`config.mk`:
```
export PLATFORM = sky130hd
export DESIGN_NAME = fadd_pipe
export DESIGN_NICKNAME = d
export VERILOG_FILES = /design/src/rtl/fp32_pkg.sv /design/src/rtl/fp_lzc28.sv /design/src/rtl/fadd_pipe.sv
export SDC_FILE = /design/constraint.sdc
export NUM_CORES = 1
export LEC_CHECK = 0
export CORE_ASPECT_RATIO = 0.7
export CORE_MARGIN = 2
export CORE_UTILIZATION = 54
export CTS_CLUSTER_SIZE = 20
export DETAILED_ROUTE_END_ITERATION = 16
export MAX_ROUTING_LAYER = met4
export PLACE_DENSITY = 0.73
export SETUP_SLACK_MARGIN = 0.4
export SYNTH_ARGS = -nofsm -noshare
export SYNTH_HDL_FRONTEND = slang
export SYNTH_SLANG_ARGS = --single-unit
```
`constraint.sdc`:
```
create_clock -name clk -period 13.8 [get_ports clk]
set_clock_uncertainty 0.15 [all_clocks]
set_input_delay 2.07 -clock clk [delete_from_list [all_inputs] [get_ports clk]]
set_output_delay 2.07 -clock clk [all_outputs]
set_load 0.01 [all_outputs]
```
`src/rtl/fp32_pkg.sv`:
```
// Shared IEEE 754 single-precision field definitions and stage bundles.
// Used by the float adder pipeline and the float multiplier.
package fp32_pkg;

   localparam int FP_EXP_W  = 8;
   localparam int FP_MANT_W = 23;
   localparam int FP_BIAS   = 127;
   localparam int FP_AL_W   = FP_MANT_W + 4;

   localparam logic [FP_EXP_W-1:0] FP_EXP_MAX = 8'hFF;
   localparam logic [31:0]         FP_NAN     = 32'h7FC00000;

   typedef struct packed {
      logic                 sign;
      logic [FP_EXP_W-1:0]  exp;
      logic [FP_MANT_W-1:0] mant;
   } fp32_t;

   // unpack/align -> add
   typedef struct packed {
      logic                 spec;
      logic [31:0]          spec_val;
      logic                 sign;
      logic                 sub;
      logic [FP_EXP_W-1:0]  exp;
      logic [FP_AL_W-1:0]   mx;
      logic [FP_AL_W-1:0]   my;
   } s1_t;

   // add -> normalize/pack
   typedef struct packed {
      logic                 spec;
      logic [31:0]          spec_val;
      logic                 sign;
      logic [FP_EXP_W-1:0]  exp;
      logic [FP_AL_W:0]     sum;
   } s2_t;

   function automatic logic fp_is_nan(fp32_t x);
      return (x.exp == FP_EXP_MAX) && (x.mant != '0);
   endfunction

   function automatic logic fp_is_inf(fp32_t x);
      return (x.exp == FP_EXP_MAX) && (x.mant == '0);
   endfunction

   function automatic logic fp_is_zero(fp32_t x);
      return x.exp == '0;
   endfunction

endpackage

```
`src/rtl/fp_lzc28.sv`:
```
// Combinational 28-bit leading-zero counter.
// Ports: x (28-bit value), count (leading zeros, 28 when x is zero).
module fp_lzc28 (
   input  logic [27:0] x,
   output logic [4:0]  count
);

   logic found;

   always_comb begin
      count = 5'd28;
      found = 1'b0;
      for (int i = 27; i >= 0; i--) begin
         if (!found && x[i]) begin
            count = 5'(27 - i);
            found = 1'b1;
         end
      end
   end

endmodule

```
`src/rtl/fadd_pipe.sv`:
```
// Pipelined fp32 adder/subtractor, truncating, subnormals flushed to zero.
// Ports: clk, rst (async high), in_valid/in_ready, a, b, op (1 = a-b),
//        in_tag, out_valid/out_ready, result, out_tag.
module fadd_pipe
   import fp32_pkg::*;
#(
   parameter int TAG_W = 8
) (
   input  logic             clk,
   input  logic             rst,
   input  logic             in_valid,
   output logic             in_ready,
   input  logic [31:0]      a,
   input  logic [31:0]      b,
   input  logic             op,
   input  logic [TAG_W-1:0] in_tag,
   output logic             out_valid,
   input  logic             out_ready,
   output logic [31:0]      result,
   output logic [TAG_W-1:0] out_tag
);

   logic adv;

   assign adv      = !out_valid || out_ready;
   assign in_ready = adv;

   // operand capture; B sign already reflects op
   logic             v0;
   fp32_t            a_q;
   fp32_t            b_q;
   logic [TAG_W-1:0] t0;

   always_ff @(posedge clk or posedge rst) begin
      if (rst) begin
         v0  <= 1'b0;
         a_q <= '0;
         b_q <= '0;
         t0  <= '0;
      end else if (adv) begin
         v0  <= in_valid;
         a_q <= a;
         b_q <= {b[31] ^ op, b[30:0]};
         t0  <= in_tag;
      end
   end

   // stage 1: unpack, specials, swap, align
   fp32_t      x;
   fp32_t      y;
   logic       swap;
   logic [7:0] d;
   s1_t        s1_d;
   logic       nan_a, nan_b, inf_a, inf_b;
   logic       zro_a, zro_b;

   always_comb begin
      nan_a = fp_is_nan(a_q);
      nan_b = fp_is_nan(b_q);
      inf_a = fp_is_inf(a_q);
      inf_b = fp_is_inf(b_q);
      zro_a = fp_is_zero(a_q);
      zro_b = fp_is_zero(b_q);

      swap = {b_q.exp, b_q.mant} > {a_q.exp, a_q.mant};
      x    = swap ? b_q : a_q;
      y    = swap ? a_q : b_q;
      d    = x.exp - y.exp;

      s1_d      = '0;
      s1_d.sign = x.sign;
      s1_d.sub  = x.sign ^ y.sign;
      s1_d.exp  = x.exp;
      s1_d.mx   = {1'b1, x.mant, 3'b000};
      // no sticky: bits shifted past the guard positions are lost
      s1_d.my   = (d >= 8'd27) ? '0 : ({1'b1, y.mant, 3'b000} >> d);

      s1_d.spec = 1'b1;
      if (nan_a || nan_b)
         s1_d.spec_val = FP_NAN;
      else if (inf_a && inf_b && (a_q.sign != b_q.sign))
         s1_d.spec_val = FP_NAN;
      else if (inf_a)
         s1_d.spec_val = a_q;
      else if (inf_b)
         s1_d.spec_val = b_q;
      else if (zro_a && zro_b)
         s1_d.spec_val = {a_q.sign & b_q.sign, 31'd0};
      else if (zro_a)
         s1_d.spec_val = b_q;
      else if (zro_b)
         s1_d.spec_val = a_q;
      else
         s1_d.spec = 1'b0;
   end

   logic             v1;
   s1_t              s1_q;
   logic [TAG_W-1:0] t1;

   always_ff @(posedge clk or posedge rst) begin
      if (rst) begin
         v1   <= 1'b0;
         s1_q <= '0;
         t1   <= '0;
      end else if (adv) begin
         v1   <= v0;
         s1_q <= s1_d;
         t1   <= t0;
      end
   end

   // stage 2: magnitude add/subtract; |X| >= |Y| keeps the difference positive
   s2_t s2_d;

   always_comb begin
      s2_d          = '0;
      s2_d.spec     = s1_q.spec;
      s2_d.spec_val = s1_q.spec_val;
      s2_d.sign     = s1_q.sign;
      s2_d.exp      = s1_q.exp;
      if (s1_q.sub)
         s2_d.sum = {1'b0, s1_q.mx} - {1'b0, s1_q.my};
      else
         s2_d.sum = {1'b0, s1_q.mx} + {1'b0, s1_q.my};
   end

   logic             v2;
   s2_t              s2_q;
   logic [TAG_W-1:0] t2;

   always_ff @(posedge clk or posedge rst) begin
      if (rst) begin
         v2   <= 1'b0;
         s2_q <= '0;
         t2   <= '0;
      end else if (adv) begin
         v2   <= v1;
         s2_q <= s2_d;
         t2   <= t1;
      end
   end

   // stage 3: normalize, range check, pack
   logic [4:0]        lz;
   logic [4:0]        sh;
   logic [27:0]       nsh;
   logic signed [9:0] e_n;
   logic [22:0]       m_n;
   logic [31:0]       res_d;

   fp_lzc28 u_lzc (
      .x     (s2_q.sum),
      .count (lz)
   );

   always_comb begin
      sh  = '0;
      nsh = '0;
      e_n = $signed({2'b00, s2_q.exp});
      m_n = '0;
      if (s2_q.sum[27]) begin
         e_n = e_n + 10'sd1;
         m_n = 23'(s2_q.sum >> 4);
      end else begin
         // hidden bit belongs at 26, one below the carry position
         sh  = lz - 5'd1;
         nsh = s2_q.sum << sh;
         e_n = e_n - $signed({5'b00000, sh});
         m_n = 23'(nsh >> 3);
      end

      if (s2_q.spec)
         res_d = s2_q.spec_val;
      else if (s2_q.sum == '0)
         res_d = '0;
      else if (e_n >= 10'sd255)
         res_d = {s2_q.sign, FP_EXP_MAX, 23'd0};
      else if (e_n <= 10'sd0)
         res_d = {s2_q.sign, 31'd0};
      else
         res_d = {s2_q.sign, e_n[7:0], m_n};
   end

   always_ff @(posedge clk or posedge rst) begin
      if (rst) begin
         out_valid <= 1'b0;
         result    <= '0;
         out_tag   <= '0;
      end else if (adv) begin
         out_valid <= v2;
         result    <= res_d;
         out_tag   <= t2;
      end
   end

endmodule

```
==> results by group, run 1 <==
Worst setup path
  • Worst path max stage delay: 0.80 ns
  • Worst path required time: roughly 14 ns
  • Crit-path cells: nor4_4 -> a41o_2 -> a21oi_1 -> a311oi_4 -> nand2_2 -> inv_2 -> ha_1 -> inv_1 -> fa_1 -> inv_1 -> a21oi_1 -> nand2_1 -> nor4_1 -> nor2_1 -> a211o_1 -> and4_4 -> or4_4 -> o21ai_4 -> o31ai_1
  • Reg-to-Reg End: result[22]
  • Reg2reg setup slack: 6.20 ns
  • Crit-path slowest cell: o21ai_4
  • WP data arrival: ~7.9 ns
  • Crit-path max FO: 24
  • R2R Path Start: s2_q[23]
  • Worst reg-to-reg path cell count: 19
  • Crit start category: register
  • Critical path endpoint category: register
  • Worst setup path class: register to register

Worst hold path
  • Worst min path class: register to register
  • Hold EP: out_valid
  • WHS Path Cells: 1
  • Hold Startpoint: v2

Synth
  • Ys flop type: dfrtp_1
  • Number of synthesized flops with an enable pin: 0
  • Average size of a mapped cell: approximately 8.5 µm²
  • #FFs+latches synth: 296
  • Cells after synthesis: roughly 2300
  • Syn. warnings: 0
  • Syn nets: 2510
  • Post-synthesis sequential area ratio: between 30 and 40%
  • Mapped Area: between 15000 and 20000 µm²
  • Distinct cells, synth: approximately 110
  • Share of async-settable or async-resettable flops after synthesis: 100.0%

CTS
  • Clk buf depth: 3
  • CTS clk-pin slew, worst paths: around 0.07 ns
  • Worst skew pair latency: ~0.59 ns
  • Sink Count: 296
  • H-Tree Depth: 1
  • Postcts setup bufs: 0
  • CTS tree: yes
  • Post-CTS sizing: 0
  • Root buffer cell: clkbuf_16
  • TritonCTS buffer count: 31
  • Post-CTS Hold Buffers: 0

GRT
  • Number of global-route vias before repair: ~17000
  • Largest net degree at the start of global routing: 203
  • Gr ovfl total: 0
  • First-pass GRT wire length: between 90000 and 100000 µm
  • Initial antenna violation count: 0
  • Total track usage: between 30% and 40%

Placement
  • Pre-CTS setup slack: roughly 6.4 ns
  • DP Wirelength: around 46000 µm
  • PortBufs: ~120
  • Placed Area: between 20000 and 25000 µm²
  • GPL Wtd Cong: ~1.0

Timing
  • Final setup fails: 0
  • Max frequency: around 130 MHz
  • Final-report hold violation count: 0
  • Max-slew headroom: between 10% and 20%
  • Final min period: roughly 7.6 ns
  • Post-route setup slack: between 6 and 7 ns
  • RSZ-0062 raised after global routing: false
  • Worst-Margin Slew: around 1.2 ns
  • Setup TNS: 0 ns
  • Fin crit share: 55.05%
  • Slew Limit Fails: 0

Floorplanning
  • IO Pins: about 120
  • Rows: 58
  • Core area: 36140 µm²
  • Initial Utilization: roughly 55%
  • Die area: approximately 38000 µm²
  • Die height: around 160 µm
  • Chip Width: between 200 and 250 µm

Detailed routing
  • Via count: 18447
  • Drt first pass iters: 6
  • Post-DR wirelength/cell: approximately 22 µm
  • Vias per inst: ~6.4
  • Final wirelength: 63350 µm
  • DRC Markers: 0
  • Detailed Route Iter0 Violations: 2597
  • Antenna Violating Nets Remaining: 0

Finish
  • Nets: 2524
  • Ant diodes: 0
  • Commonest cells after routing, fill and taps aside: nand2_1, dfrtp_1, nor2_1
  • Multi-input combinational cell area: about 11000 µm²
  • Filler Cell Count: approximately 3100
  • FF+latch area: around 7400 µm²
  • Layout cells sized above 1: under 10%
  • Design Area, Final: ~22000 µm²
  • Area grow syn2layout: 12.18%
  • Commonest non-fill, non-tap cell in the layout: nand2_1

Run
  • Max-cap violations: 0

Run status
  • Outcome: finished, final reports clean
[metal layers]
layer  share of wire (%)  track usage, %  wire length, µm  vias to the layer above
met5                   0               -                0                        -
met2                  42           47.95            26470                      957
li1                    -               -                -                     8406
met3                  10           5.922             6417                      114
met4                 2.6           7.883             1630                        0
met1                  46           51.45            28830                     8970
[how the worst max path moves through the flow]
stage,start,end,slack (ns),depth (start not counted)
floorplan,rst,a_q[0],3.40,1
global placement,s2_q[22],result[22],6.55,19
detailed placement,s2_q[22],result[22],6.38,19
CTS,s2_q[23],result[9],6.35,19
global route,s2_q[23],result[22],5.54,19
finish,s2_q[23],result[22],6.20,19
[state kept, by name, summed over array words and instances, names as in the netlist]
name	flops
t2	8
t0	8
v2	1
v0	1
out_valid	1
out_tag	8
s1_q	94
t1	8
s2_q	70
result	32
a_q	32
b_q	32
v1	1
[per-stage QoR]
| stage | instances | util (%) | hold WS (ns) |
|---|---|---|---|
| final | 2863 | 61.75 | 0.3105 |
| after global routing | 2863 | 61.75 | 0.3333 |
| after detailed placement | 2805 | 58.58 | 0.3011 |
| after floorplan | 2344 | - | 0.2800 |
| after global placement | 2805 | 58.58 | 0.2967 |
| after CTS | 2863 | 61.75 | 0.3152 |
[Yosys cell counts, drive strengths merged (39+ instances only)]
cell | count | area, µm²
nand2 | 546 | 2052
dfrtp | 296 | 7407
nor2 | 178 | 668.1
o21ai | 146 | 745.7
a21oi | 128 | 640.6
clkbuf | 124 | 490.5
inv | 105 | 394.1
ha | 87 | 1089
mux2i | 51 | 510.5
a31oi | 46 | 287.8
nor3 | 46 | 235.2
mux4 | 42 | 972.2
and3 | 39 | 246.5
[layout make-up]
class / count / share of cell area (%)
Timing Repair Buffer: 142 / 6.212
Clock inverter: 15 / 1.149
Inverter: 106 / 1.850
Clock buffer: 43 / 3.992
Multi-Input combinational cell: 1781 / 50.92
Sequential cell: 296 / 33.19
Tap cell: 480 / 2.691
[critical path, delay by kind of cell (launching register included)]
family | cells | cell delay, ns
adder cells (fa/ha/maj) | 2 | 0.88
flip-flops | 1 | 0.49
AO/OA/AOI/OAI | 7 | 2.50
AND/OR/NAND/NOR | 7 | 2.06
buffers and inverters | 3 | 1.34
[cells by family (layout without fill, tap and decap cells)]
kind of cell	count (synthesis)	after routing	share of synthesized area [%]
AOI/OAI and AO/OA	578	578	19.70
muxes	110	110	8.415
and+or+nand+nor	970	970	21.65
adders and majority gates	89	89	5.673
buffers and inverters	267	306	5.830
xor gates and xnor gates	34	34	1.497
DFF	296	296	37.23
Power of run 1 is not shown: default switching activity piles up to over one toggle a cycle in this logic, so the estimate is an artifact.
==> run 2, diff against run 1 <==
- PLACE_DENSITY: 0.73 -> 0.76
- clock period: 13.8 -> 6.9 ns (I/O delays scaled with it)
==> results by group, run 2 (synthesis results as in run 1) <==
Run status
  • Outcome: finished, final reports clean

Floorplanning
  • Chip Width: between 200 and 250 µm
  • Rows: a little under 60
  • Core area: around 36000 µm²
  • Die area: 38420 µm²
  • IO Pins: 119
  • Initial Utilization: between 50% and 60%
  • Die height: between 150 and 200 µm

Worst setup path
  • Worst reg-to-reg path cell count: 20
  • Worst path required time: just over 7 ns
  • Crit-path cells: nor4_4 -> nand4_4 -> or3_4 -> or3b_4 -> nand2_2 -> inv_2 -> ha_1 -> xor2_1 -> inv_2 -> ha_1 -> o21ai_0 -> nor2b_1 -> nand2_1 -> nor4_2 -> nor3_1 -> a21o_1 -> a2111oi_1 -> a211oi_4 -> o21ai_4 -> o31ai_2
  • Worst path max stage delay: around 0.62 ns
  • Worst setup path class: register to register
  • Crit start category: register
  • Crit-path max FO: 11
  • Critical path endpoint category: register
  • WP data arrival: ~6.3 ns
  • Crit-path slowest cell: a2111oi_1

GRT
  • Initial antenna violation count: 1
  • Total track usage: around a third
  • First-pass GRT wire length: 97850 µm
  • Largest net degree at the start of global routing: about 200
  • Gr ovfl total: 0
  • Number of global-route vias before repair: 16705

Finish
  • Largest register FFs: between 90 and 100
  • Layout cells sized above 1: 8.253%
  • Biggest regs: s1_q x94, s2_q x70
  • Commonest non-fill, non-tap cell in the layout: nand2_1
  • Most flops, register: s1_q
  • Nets: ~2500
  • Area grow syn2layout: 11.94%
  • Commonest cells after routing, fill and taps aside: nand2_1, dfrtp_1, nor2_1
  • Filler Cell Count: between 3000 and 4000

Detailed routing
  • Antenna Violating Nets Remaining: 0
  • Post-DR wirelength/cell: between 20 and 25 µm
  • DRC Markers: 0
  • Via count: ~18000
  • Detailed Route Iter0 Violations: between 2000 and 2500
  • Drt first pass iters: 9
  • Vias per inst: around 6.4
  • Final wirelength: 63300 µm

Timing
  • Final min period: ~6 ns
  • Slew Limit Fails: 0
  • Max-slew headroom: a little under a third
  • Worst-Margin Slew: a little over 1 ns
  • Fin crit share: ~90%
  • Final setup fails: 0
  • RSZ-0062 raised after global routing: false
  • Setup TNS: 0 ns
  • Max frequency: between 150 and 200 MHz
  • Final-report hold violation count: 0

Placement
  • PortBufs: 118
  • GPL Wtd Cong: 1.003
  • DP Wirelength: roughly 47000 µm

CTS
  • H-Tree Depth: 1
  • Postcts setup bufs: 0
  • Root buffer cell: clkbuf_16
  • CTS tree: yes
  • Worst skew pair latency: 0.60 ns
  • CTS clk-pin slew, worst paths: roughly 0.060 ns
  • Sink Count: 296
  • TritonCTS buffer count: 30
  • Clk buf depth: 3

Worst hold path
  • Worst min path class: register to register
  • WHS Path Cells: 2

Run
  • Max-cap violations: 0
run 2: per-stage QoR:
stage	hold slack, ns	worst slack [ns]	instance area, µm²	instances	util (%)
detailed placement	0.2981	0.3833	21210	2811	58.69
global placement	0.2922	0.4583	21210	2811	58.69
global route	0.3275	0.4909	22270	2868	61.62
finish	0.3086	0.8365	22270	2868	61.62
floorplan	0.2800	0.8122	19900	2344	-
CTS	0.3126	0.5719	22230	2866	61.50
run 2: cell type report:
type / instances / area (µm²) / share of cell area, %
sequential: 296 / 7407 / 33.26
clock inverter: 8 / 108.9 / 0.4888
timing repair buffer: 148 / 1431 / 6.427
multi-input combinational: 1782 / 11410 / 51.22
inverter: 106 / 409.1 / 1.837
clock buffer: 47 / 904.6 / 4.062
tap: 480 / 600.6 / 2.697
antenna: 1 / 2.502 / 0.01124
run 2: worst paths after layout:
kind                       slack, ns    endpoint      from
max reg2reg                     0.84  result[16]  s2_q[26]
min                             0.31    s2_q[49]  s2_q[49]
max                             0.84  result[16]  s2_q[26]
max in group asynchronous       4.52     s2_q[5]       rst
min reg2reg                     0.31    s2_q[49]  s2_q[49]
min in group asynchronous       0.76    s1_q[43]       rst
run 2: layer usage:
layer	global-route usage (%)	share of wire [%]	routed length (µm)
met2	45.76	41	26010
met4	8.458	2.6	1644
met5	-	0	0
met3	9.720	11	6884
met1	49.99	45	28760
run 2: what timing repair did:
item / in CTS / in global routing
hold buffers: 0 / 0
gates cloned: 0 / 1
hold endpoints to repair: 0 / 0
resized for setup: 1 / 5
setup endpoints to repair: 3 / 23
pin swaps: 0 / 1
run 2: critical path: cells and delay by family, from the launching register on:
kind,cells,cell delay (ns)
xor+xnor,1,0.25
flops,1,0.45
fa+ha+maj,2,0.52
buf+inv,2,0.11
simple gates,9,2.77
compound gates,6,1.64
Power of run 2 is left out for the same reason.
